[config.mk]
export PLATFORM = sky130hd
export DESIGN_NAME = multicycle_control
export DESIGN_NICKNAME = d
export VERILOG_FILES = /design/src/rtl/riscv_pkg.sv /design/src/rtl/alu_decoder.sv /design/src/rtl/multicycle_control.sv
export SDC_FILE = /design/constraint.sdc
export NUM_CORES = 1
export LEC_CHECK = 0
export CELL_PAD_IN_SITES_DETAIL_PLACEMENT = 0
export CELL_PAD_IN_SITES_GLOBAL_PLACEMENT = 1
export CORE_MARGIN = 5
export CORE_UTILIZATION = 35
export DETAILED_ROUTE_END_ITERATION = 7
export PLACE_DENSITY = 0.86
export REMOVE_ABC_BUFFERS = 1
export SYNTH_ARGS = -nofsm -noshare
export SYNTH_HDL_FRONTEND = slang
export SYNTH_SLANG_ARGS = --single-unit
[constraint.sdc]
create_clock -name clk -period 3.2 [get_ports clk]
set_input_delay 0.8 -clock clk [delete_from_list [all_inputs] [get_ports clk]]
set_output_delay 0.8 -clock clk [all_outputs]
set_load 0.01 [all_outputs]
[src/rtl/riscv_pkg.sv]
`default_nettype none
// +----------------------------------------------------------------------+
// | riscv_pkg : opcodes, ALU codes and control-FSM state encoding        |
// | Revision  : 1.0                                                      |
// +----------------------------------------------------------------------+
package riscv_pkg;

   localparam logic [6:0] OPC_R    = 7'b0110011;
   localparam logic [6:0] OPC_IALU = 7'b0010011;
   localparam logic [6:0] OPC_LW   = 7'b0000011;
   localparam logic [6:0] OPC_SW   = 7'b0100011;
   localparam logic [6:0] OPC_BEQ  = 7'b1100011;

   // Shared with the ALU; values must stay in step with its operation decode.
   localparam logic [3:0] ALU_AND = 4'b0000;
   localparam logic [3:0] ALU_OR  = 4'b0001;
   localparam logic [3:0] ALU_ADD = 4'b0010;
   localparam logic [3:0] ALU_SLT = 4'b0100;
   localparam logic [3:0] ALU_XOR = 4'b0101;
   localparam logic [3:0] ALU_SUB = 4'b0110;
   localparam logic [3:0] ALU_SRL = 4'b1000;
   localparam logic [3:0] ALU_SLL = 4'b1001;
   localparam logic [3:0] ALU_SRA = 4'b1010;

   localparam logic [2:0] F3_ADD  = 3'b000;
   localparam logic [2:0] F3_SLL  = 3'b001;
   localparam logic [2:0] F3_SLT  = 3'b010;
   localparam logic [2:0] F3_BAD  = 3'b011;
   localparam logic [2:0] F3_XOR  = 3'b100;
   localparam logic [2:0] F3_SR   = 3'b101;
   localparam logic [2:0] F3_OR   = 3'b110;
   localparam logic [2:0] F3_AND  = 3'b111;
   localparam logic [2:0] F3_WORD = 3'b010;
   localparam logic [2:0] F3_BEQ  = 3'b000;

   typedef enum logic [2:0] {
      FETCH     = 3'd0,
      DECODE    = 3'd1,
      EXECUTE   = 3'd2,
      MEMORY    = 3'd3,
      WRITEBACK = 3'd4
   } state_t;

   function automatic logic is_alu_type(input logic [6:0] opcode);
      return (opcode == OPC_R) || (opcode == OPC_IALU);
   endfunction

endpackage : riscv_pkg
`default_nettype wire

[src/rtl/alu_decoder.sv]
`default_nettype none
// +----------------------------------------------------------------------+
// | alu_decoder : opcode/funct3/funct7[5] -> ALU code and legality flag  |
// | Revision    : 1.0                                                    |
// +----------------------------------------------------------------------+
module alu_decoder
   import riscv_pkg::*;
(
   input  logic [6:0] opcode_i,
   input  logic [2:0] funct3_i,
   input  logic       funct7b5_i,
   output logic [3:0] alu_op_o,
   output logic       legal_o
);

   logic w_is_r;

   assign w_is_r = (opcode_i == OPC_R);

   always_comb begin
      alu_op_o = ALU_ADD;
      legal_o  = 1'b0;
      if (is_alu_type(opcode_i)) begin
         legal_o = (funct3_i != F3_BAD);
         case (funct3_i)
            // Immediate forms carry imm[10] in bit 30, so only R-type may select SUB.
            F3_ADD:  alu_op_o = (w_is_r && funct7b5_i) ? ALU_SUB : ALU_ADD;
            F3_SLL:  alu_op_o = ALU_SLL;
            F3_SLT:  alu_op_o = ALU_SLT;
            F3_XOR:  alu_op_o = ALU_XOR;
            F3_SR:   alu_op_o = funct7b5_i ? ALU_SRA : ALU_SRL;
            F3_OR:   alu_op_o = ALU_OR;
            F3_AND:  alu_op_o = ALU_AND;
            default: alu_op_o = ALU_ADD;
         endcase
      end else begin
         case (opcode_i)
            OPC_LW, OPC_SW: begin
               alu_op_o = ALU_ADD;
               legal_o  = (funct3_i == F3_WORD);
            end
            OPC_BEQ: begin
               alu_op_o = ALU_SUB;
               legal_o  = (funct3_i == F3_BEQ);
            end
            default: begin
               alu_op_o = ALU_ADD;
               legal_o  = 1'b0;
            end
         endcase
      end
   end

endmodule : alu_decoder
`default_nettype wire

[src/rtl/multicycle_control.sv]
`default_nettype none
// +----------------------------------------------------------------------+
// | multicycle_control : fetch/decode/execute/memory/writeback sequencer |
// | Revision           : 1.0                                             |
// +----------------------------------------------------------------------+
module multicycle_control
   import riscv_pkg::*;
#(
   parameter int CNT_W = 32
) (
   input  logic             clk,
   input  logic             rst,
   input  logic [31:0]      instr,
   input  logic             zero,
   input  logic             mem_ready,
   output logic [3:0]       alu_op,
   output logic             alu_src,
   output logic             ir_write,
   output logic             pc_write,
   output logic             pc_src,
   output logic             mem_read,
   output logic             mem_write,
   output logic             mem_to_reg,
   output logic             reg_write,
   output logic             illegal,
   output logic [CNT_W-1:0] instret
);

   state_t             state_q, state_d;
   logic [CNT_W-1:0]   instret_q, instret_d;
   logic               w_retire;

   logic [6:0]         w_opcode;
   logic [3:0]         w_dec_alu_op;
   logic               w_dec_legal;
   logic               w_is_lw;
   logic               w_is_beq;
   logic               w_unused_instr;

   assign w_opcode       = instr[6:0];
   assign w_is_lw        = (w_opcode == OPC_LW);
   assign w_is_beq       = (w_opcode == OPC_BEQ);
   assign w_unused_instr = ^{instr[31], instr[29:15], instr[11:7]};

   alu_decoder u_alu_decoder (
      .opcode_i   (w_opcode),
      .funct3_i   (instr[14:12]),
      .funct7b5_i (instr[30]),
      .alu_op_o   (w_dec_alu_op),
      .legal_o    (w_dec_legal)
   );

   always_ff @(posedge clk or posedge rst) begin
      if (rst) begin
         state_q   <= FETCH;
         instret_q <= '0;
      end else begin
         state_q   <= state_d;
         instret_q <= instret_d;
      end
   end

   assign instret_d = w_retire ? instret_q + CNT_W'(1) : instret_q;
   assign instret   = instret_q;

   always_comb begin
      state_d    = state_q;
      w_retire   = 1'b0;
      alu_op     = ALU_ADD;
      alu_src    = 1'b0;
      ir_write   = 1'b0;
      pc_write   = 1'b0;
      pc_src     = 1'b0;
      mem_read   = 1'b0;
      mem_write  = 1'b0;
      mem_to_reg = 1'b0;
      reg_write  = 1'b0;
      illegal    = 1'b0;

      // Reset is asynchronous, so strobes must be silenced in the very cycle it rises.
      if (!rst) begin
         case (state_q)
            FETCH: begin
               mem_read = 1'b1;
               if (mem_ready) begin
                  ir_write = 1'b1;
                  state_d  = DECODE;
               end
            end

            DECODE: begin
               if (w_dec_legal) begin
                  state_d = EXECUTE;
               end else begin
                  illegal  = 1'b1;
                  pc_write = 1'b1;
                  state_d  = FETCH;
               end
            end

            EXECUTE: begin
               alu_op = w_dec_alu_op;
               if (w_is_beq) begin
                  pc_write = 1'b1;
                  pc_src   = zero;
                  w_retire = 1'b1;
                  state_d  = FETCH;
               end else if (is_alu_type(w_opcode)) begin
                  alu_src = (w_opcode == OPC_IALU);
                  state_d = WRITEBACK;
               end else begin
                  alu_src = 1'b1;
                  state_d = MEMORY;
               end
            end

            MEMORY: begin
               if (w_is_lw) begin
                  mem_read = 1'b1;
                  if (mem_ready) begin
                     state_d = WRITEBACK;
                  end
               end else begin
                  mem_write = 1'b1;
                  if (mem_ready) begin
                     pc_write = 1'b1;
                     w_retire = 1'b1;
                     state_d  = FETCH;
                  end
               end
            end

            WRITEBACK: begin
               reg_write  = 1'b1;
               mem_to_reg = w_is_lw;
               pc_write   = 1'b1;
               w_retire   = 1'b1;
               state_d    = FETCH;
            end

            default: begin
               state_d = FETCH;
            end
         endcase
      end
   end

endmodule : multicycle_control
`default_nettype wire

# Word level (Yosys, flattened, before mapping)
# Cells that the tools add are included.
word_totals:
  reg_bits: 35
  out_inout_bits: 45
  wordCells: 74
classes:
  addsub: 1
  n_eq_ne: 18
  mux: 46
  n_bitwise: 1
  reduce_logical: 6
op_table:
  columns: ["operator", "n"]
  rows:
  - ["32-bit by 1-bit adder with 32-bit output, second input constant", 1]
  - ["4-bit case mux with 7 select lines", 1]
  - ["1-bit two-way mux", 27]
  - ["3-bit two-way mux", 8]
  - ["3-bit equality test, second input constant", 5]
  - ["7-bit by 6-bit equality test with 1-bit output, second input constant", 2]
  - ["4-bit two-way mux", 3]
  - ["3-bit case mux with 4 select lines", 1]
  - ["3-bit by 2-bit equality test with 1-bit output, second input constant", 3]
  - ["7-bit by 2-bit equality test with 1-bit output, second input constant", 1]
  - ["7-bit by 5-bit equality test with 1-bit output, second input constant", 1]
  - ["7-bit equality test, second input constant", 1]
  - ["3-bit by 1-bit equality test with 1-bit output, second input constant", 2]
  - ["3-bit zero test", 2]
  - ["2-bit two-way mux", 2]
  - ["2-bit inequality test, second input constant", 2]
  - ["1-bit case mux with 2 select lines", 2]
  - ["1-bit case mux with 4 select lines", 1]
  - ["3-bit by 2-bit inequality test with 1-bit output, second input constant", 1]
  - ["1-bit case mux with 3 select lines", 1]
  - ["3-bit AND reduction", 1]
  - ["2-bit OR reduction", 1]
  - ["1-bit logical AND", 1]
  - ["1-bit logical OR", 1]
  - ["1-bit NOT", 1]

# Logic depth before layout (Yosys ltp)
# Gate-level depths: netlist of the first run.
logic_depth:
  depth_word: 7
  mapped_depth: 8
  ltp_nobuf: 6

# Modules after synthesis
# From an unflattened synthesis of the first run, not the netlist that was laid out.
unflattened:
  cells_unflattened: 218
  hier_area_um2: 2054.5
by_module_without_submodules:
  columns: ["module", "instances", "cells_each", "area_per_inst_um2", "seq_area_each_um2"]
  rows:
  - ["multicycle_control", 1, 191, 1893.1, 875.8]
  - ["alu_decoder", 1, 27, 161.4, 0.0]

# Least setup slack after synthesis of the first run
# No wires, ideal clock.
synth_path:
  path_type: "input-to-output"
  startpoint: "in instr[2]"
  endpoint: "out pc_write"
  arrival_ns: 1.950
  t_required_ns: 2.400
  path_slack_ns: 0.450
  path_stages: 5
  cell_sequence: "nand4bb_1 nor3b_2 o21ai_0 a21oi_1 o41ai_1"
synth_between:
  elab_chain_len: 7
synth_lines:
  columns: ["element", "line", "source"]
  rows:
  - ["start: declaration", "multicycle_control.sv:13", "input logic [31:0] instr,"]
  - ["7-bit by 2-bit equality test with 1-bit output / 7-bit by 6-bit equality test with 1-bit output (equally long branches)", "alu_decoder.sv:37, multicycle_control.sv:41", null]
  - ["2-bit OR reduction", "alu_decoder.sv:37", "case (opcode_i)"]
  - ["1-bit case mux with 2 select lines", "alu_decoder.sv:37", null]
  - ["1-bit two-way mux", "alu_decoder.sv:23", "if (is_alu_type(opcode_i)) begin"]
  - ["1-bit two-way mux", "multicycle_control.sv:92", "if (w_dec_legal) begin"]
  - ["1-bit case mux with 4 select lines *", "multicycle_control.sv:82", "case (state_q)"]
  - ["1-bit two-way mux *", "multicycle_control.sv:81", "if (!rst) begin"]
  - ["end: declaration", "multicycle_control.sv:19", "output logic pc_write,"]
# Every way passes the cells marked *; elsewhere a longest branch is shown, timed or not.

# Final worst setup path of the first run
layout_path:
  startpoint: "in instr[13]"
  endpoint: "out pc_write"
layout_between:
  elab_chain_len: 6
layout_lines:
  columns: ["element", "line"]
  rows:
  - ["3-bit by 2-bit equality test with 1-bit output / 3-bit zero test (equally long branches)", "alu_decoder.sv:40, alu_decoder.sv:44"]
  - ["1-bit case mux with 2 select lines", "alu_decoder.sv:37"]
  - ["1-bit two-way mux *", "alu_decoder.sv:23"]
  - ["1-bit two-way mux *", "multicycle_control.sv:92"]
  - ["1-bit case mux with 4 select lines *", "multicycle_control.sv:82"]
  - ["1-bit two-way mux *", "multicycle_control.sv:81"]
# Marked as above.

==> flow_summary.yaml, run 1 <==
logic_synthesis:
  synth_top_area_share: 0.425
  syn_area_mm2: 0.00206
  post_synth.cell_area_avg_um2: 10.2
  synth_cell_type_count: 43
  synth_area_leaders: "dfrtp_1 (43%), xor2_1 (7.7%), xnor2_1 (5.5%)"
  syn_inst: 203
  ys_seq_elements: 35
  synth_top_area_cell: "dfrtp_1"
  ys_warn_count: 0
  ys_seq_area_frac: 0.425
routing:
  routed_wl_um: 5030
  wl_per_cell_um: 13.4
  drc: 0
  drtPass1Iterations: 4
  ant_nets: 0
  viasPerCell: 4.94
  drt_iter0_drc: 80
  vias: 1852
cells_and_area:
  final_common_cell: "clkdlybuf4s50_1"
  regArea_um2: 876
  fin_nets: 336
  postLayoutCellArea_mm2: 0.00317
  multi_input_area_mm2: 0.00120
  layout.cells.non_filler: 375
  n_antenna_cell: 0
  utilization: 0.546
  nFillCells: 553
  synthToLayoutAreaGrowth_pct: 54.0
  drive_gt1_frac: 0.250
  mostFrequentLayoutCells: "clkdlybuf4s50_1 (41), buf_4 (37), dfrtp_1 (35), xor2_1 (18), nand2_1 (16)"
sta:
  skew_ns: 0.00648
  fmax_mhz: 329
  setup_slack_ns: 0.163
  slew_violations: 0
  rsz0062_at_grt: "no"
  setup_tns_ns: 0
  whs_ns: 0.479
  finalCritPeriodShare: 0.949
  min_period_ns: 3.04
  maxSlewHeadroom: 0.657
  tightest_slew_ns: 0.514
  hold_violations: 0
  setup_viol: 0
setup_path:
  cp.required_ns: 2.40
  crit_fanout: 3
  r2r_slack_ns: 0.86
  worstSetupPathType: "in2out"
  timing.rr.start: "state_q[2]"
  endpoint_kind: "primary output"
  r2r.worst_path.cells: 6
  critPathLaunchType: "input pin"
  worstPathArrival_ns: 2.24
  r2r_end: "instret[28]"
floorplanning:
  core_mm2: 0.00582
  start_util: 0.354
  fp.dieH_um: 86.7
  die_w_um: 86.7
  rows: 28
  io_pins: 81
  dieArea_mm2: 0.00752
hold_path:
  min_to: "instret[31]"
  min_from: "instret[31]"
  min_path_type: "reg2reg"
  min_path_cells: 1
clock_tree:
  clock_latency_ns: 0.28
  cts_hold_buf: 0
  cts_made_buffers: 5
  numClockSinks: 35
  cts_tree: "built"
  cts_root_buffer: "clkbuf_8"
  clk_pin_slew_ns: 0.07
  htreeDepth: 2
  clock_path_buffers: 2
global_route:
  grt_overflow_total: 0
  grtUsageMet2: 0.224
  grt_util_met3: 0.0409
  grt_pass1_wl_um: 8340
  grt_pass1_vias: 1735
  grt_usage: 0.138
  busiest_layer: "met2"
  grt_max_degree: 36
  antenna_found_initial: 0
  grt_util_met1: 0.181
power_and_ir_drop:
  swShare: 0.256
  total_power_mw: 1.08
  power_switching_uw: 278
  power_frac_comb: 0.180
  p_leak_nw: 1.53
  power.share.clock: 0.372
  power.density_mw_per_mm2: 342
  p_int_uw: 806
  seq_power_share: 0.448
  peakVddDrop_uv: 210
run_status:
  outcome: "completed"
placed_design:
  dp_slack_ns: -0.427
  io_buffers: 59
  dp_hpwl_um: 3660
  place_congestion: 0.813
  placedCellCount: 352
  placed_area_mm2: 0.00286
flow_run:
  maxCapViolations: 0
-- worst max-delay path by stage --
stage | start | slack, ns | endpoint
3_5_place_dp | instr[2] | -0.43 | pc_write
2_1_floorplan | instr[2] | 0.33 | pc_write
6_report | instr[13] | 0.16 | pc_write
3_3_place_gp | instr[2] | -0.43 | pc_write
5_1_grt | instr[13] | 0.05 | pc_write
4_1_cts | instr[1] | -0.10 | pc_src
-- final cells by class --
class / count / share of cell area
repair buffers: 96 / 0.271
flip-flops and latches: 35 / 0.276
inverters: 7 / 0.00828
clock buffers: 6 / 0.0260
clock inverters: 2 / 0.0110
well taps: 75 / 0.0296
multi-input cells: 154 / 0.378
-- power by group through the flow --
stage	Combinational (mW)	Sequential, mW	Clock, mW
after floorplan	0.0842	0.488	0
after global placement	0.183	0.492	0
after detailed placement	0.183	0.493	0
after CTS	0.184	0.485	0.415
after global routing	0.213	0.488	0.437
final	0.195	0.486	0.403
-- logic make-up (layout without fill, tap and decap cells) --
logic type	after synthesis	in the layout	share of synthesized area
flip-flops	35	35	0.425
AND/OR/NAND/NOR	95	95	0.303
adder cells (fa/ha/maj)	1	1	0.00607
XOR/XNOR	31	31	0.132
AO/OA/AOI/OAI	24	24	0.0808
buffers and inverters	14	111	0.0376
multiplexers	3	3	0.0158
-- layer usage --
| metal | wire length (µm) | up-vias |
|---|---|---|
| li1 | - | 918 |
| met1 | 2210 | 890 |
| met2 | 2560 | 40 |
| met3 | 250 | 4 |
| met4 | 16 | 0 |
| met5 | 0 | - |
-- worst max-delay path, stage by stage --
cell and delay, ns:
clkdlybuf4s50_1 0.49, inv_1 0.09, mux2i_1 0.13, a31oi_2 0.16, a21oi_2 0.05, buf_4 0.14, o41ai_4 0.19, buf_2 0.18
-- synth_stat cells (all sizes together) --
master,n
or3b,1
o21ai,5
and4,3
or3,2
nand4bb,2
mux2,2
mux2i,1
nor4b,4
a21o,2
a32o,2
ha,1
nor4,3
o21a,1
dfrtp,35
buf,5
o211a,1
o2111ai,1
a31oi,3
nand3,14
nand2b,3
a2111oi,1
nand4,6
xnor2,13
a21oi,4
nor2,16
o41ai,2
inv,7
o211ai,2
xor2,18
clkbuf,2
nor2b,1
nor3b,2
and3,10
nand2,17
nor3,11
-- sequential cells by signal, summed over array words and instances (netlist names) --
register and cells:
state_q 3, instret 32
-- repair_timing --
| action | in CTS | in global routing |
|---|---|---|
| hold endpoints to repair | 0 | 0 |
| pin swaps | 3 | 4 |
| gates resized for setup | 29 | 12 |
| buffers inserted | 13 | 2 |
| setup endpoints to repair | 12 | 9 |
Power figures use the tool's default switching activity.
==> inputs of run 2 (changes only) <==
--- a/config.mk
+++ b/config.mk
@@ -11,7 +11,7 @@
 export CORE_UTILIZATION = 35
 export DETAILED_ROUTE_END_ITERATION = 7
 export PLACE_DENSITY = 0.86
-export REMOVE_ABC_BUFFERS = 1
+export SETUP_SLACK_MARGIN = 0.05
 export SYNTH_ARGS = -nofsm -noshare
 export SYNTH_HDL_FRONTEND = slang
 export SYNTH_SLANG_ARGS = --single-unit
==> run 2 against run 1 <==
Effect of this change: flip-flop and latch count did not move; clock power down 23%; clock skew grew 0.0039 ns; critical endpoint is now ir_write.
==> flow_summary.yaml, run 2 (synthesized netlist as in run 1, its figures left out) <==
sta:
  rsz0062_at_grt: "yes"
  tightest_slew_ns: 0.437
  skew_ns: 0.0104
  setup_viol: 0
  maxSlewHeadroom: 0.708
  slew_violations: 0
  finalCritPeriodShare: 0.972
  hold_violations: 0
  fmax_mhz: 321
  min_period_ns: 3.11
setup_path:
  worstPathCellList: "clkdlybuf4s50_1, buf_4, nor2_4, and3_1, clkdlybuf4s50_1"
  critPathLaunchType: "input pin"
  worstPathArrival_ns: 2.31
  worstSetupPathType: "in2out"
  critPathMostFrequentCell: "clkdlybuf4s50_1"
  cpPeakStageDelay_ns: 0.54
  cp.required_ns: 2.40
  crit_fanout: 5
  endpoint_kind: "primary output"
  critPathSlowestCell: "clkdlybuf4s50_1"
clock_tree:
  cts_made_buffers: 5
  cts_tree: "built"
  cts_root_buffer: "clkbuf_8"
  clock_path_buffers: 2
  clk_pin_slew_ns: 0.08
  clock_latency_ns: 0.29
  htreeDepth: 2
  numClockSinks: 35
  cts_hold_buf: 0
global_route:
  grt_pass1_wl_um: 8180
  grt_usage: 0.136
  grt_pass1_vias: 1785
  grt_overflow_total: 0
  antenna_found_initial: 0
  grt_max_degree: 36
routing:
  drt_iter0_drc: 68
  drtPass1Iterations: 4
  drc: 0
  vias: 1809
  viasPerCell: 4.93
  ant_nets: 0
  met3_length_um: 278
  wl_met2_um: 2260
  highest_layer: "met4"
  routed_wl_um: 4850
  met1_length_um: 2250
  wl_per_cell_um: 13.2
logic_synthesis:
  synth_fp_nets: 240
cells_and_area:
  largest_reg_flops: 32
  final_common_cell: "clkdlybuf4s50_1"
  fin_nets: 328
  synthToLayoutAreaGrowth_pct: 48.2
  n_antenna_cell: 0
  layout.cells.non_filler: 367
  postLayoutCellArea_mm2: 0.00305
  mostFrequentLayoutCells: "clkdlybuf4s50_1 (41), dfrtp_1 (35), buf_4 (29), xor2_1 (18), nand2_1 (17)"
  drive_gt1_frac: 0.233
placed_design:
  dp_hpwl_um: 3550
  io_buffers: 59
  place_congestion: 0.802
  placed_area_mm2: 0.00287
  placedCellCount: 354
flow_run:
  maxCapViolations: 0
floorplanning:
  io_pins: 81
  rows: 28
  dieArea_mm2: 0.00752
  start_util: 0.354
  fp.dieH_um: 86.7
  core_mm2: 0.00582
  die_w_um: 86.7
power_and_ir_drop:
  power.density_mw_per_mm2: 319
  peakVddDrop_uv: 176
  p_leak_nw: 1.41
run_status:
  outcome: "completed"
hold_path:
  min_path_type: "reg2reg"
[run 2: changes by cell type in the layout (fill, tap and decap cells not counted), moves of 2 or more]
cell and delta:
clkinvlp_4 +2, dlygate4sd2_1 +2, buf_4 -8, dlymetal6s2s_1 -5
clkdlybuf4s15_1 +2
[run 2: per-stage QoR]
stage	setup slack [ns]	hold WS, ns	setup TNS (ns)	util	power, mW
after floorplan	0.450	0.508	0	-	0.590
after global placement	-0.391	0.459	-3.17	0.494	0.667
after detailed placement	-0.433	0.468	-3.40	0.494	0.667
after CTS	0.0703	0.480	0	0.521	0.980
after global routing	0.0106	0.501	0	0.525	1.03
final	0.0893	0.472	0	0.525	0.974
[run 2: metal layers]
metal,up-vias,track usage
met5,-,0
met4,0,0.0467
met3,7,0.0314
met2,49,0.218
met1,855,0.180
li1,898,-
[run 2: where the power goes]
group | internal, mW | switching [mW]
Combinational | 0.0901 | 0.0836
Clock | 0.151 | 0.161
Sequential | 0.455 | 0.0333
[run 2: final timing paths]
kind	startpoint	endpoint	slack, ns	depth (start not counted)
max in group asynchronous	rst	instret[17]	1.57	5
worst max-delay path	rst	ir_write	0.09	5
worst min-delay path	instret[31]	instret[31]	0.47	1
worst max register to register	state_q[1]	instret[30]	1.11	6
worst min register to register	instret[31]	instret[31]	0.47	1
min in group asynchronous	rst	state_q[0]	1.31	5
[run 2: final cells by class]
type / count / area, µm²
fillers: 543 / 2760
clock inverters: 3 / 20.0
flip-flops and latches: 35 / 876
multi-input cells: 154 / 1190
inverters: 7 / 26.3
clock buffers: 5 / 68.8
well taps: 75 / 93.8
repair buffers: 88 / 781
[run 2: worst max-delay path: cells and delay by family]
family                 cells  cell delay, ns
and+or+nand+nor            2            0.28
buffers and inverters      3            1.23
[run 2: what timing repair did]
action / in CTS / in global routing
pin swaps: 5 / 6
buffers inserted: 5 / 1
resized for setup: 37 / 10
hold endpoints to repair: 0 / 0
endpoints found under the setup margin: 12 / 6
==> inputs of run 3 (changes only) <==
--- a/config.mk
+++ b/config.mk
@@ -5,6 +5,7 @@
 export SDC_FILE = /design/constraint.sdc
 export NUM_CORES = 1
 export LEC_CHECK = 0
+export ABC_CLOCK_PERIOD_IN_PS = 3200
 export CELL_PAD_IN_SITES_DETAIL_PLACEMENT = 0
 export CELL_PAD_IN_SITES_GLOBAL_PLACEMENT = 1
 export CORE_MARGIN = 5
==> results of run 3 <==
No change in the layout: final DEF, timing and power equal those of run 2.
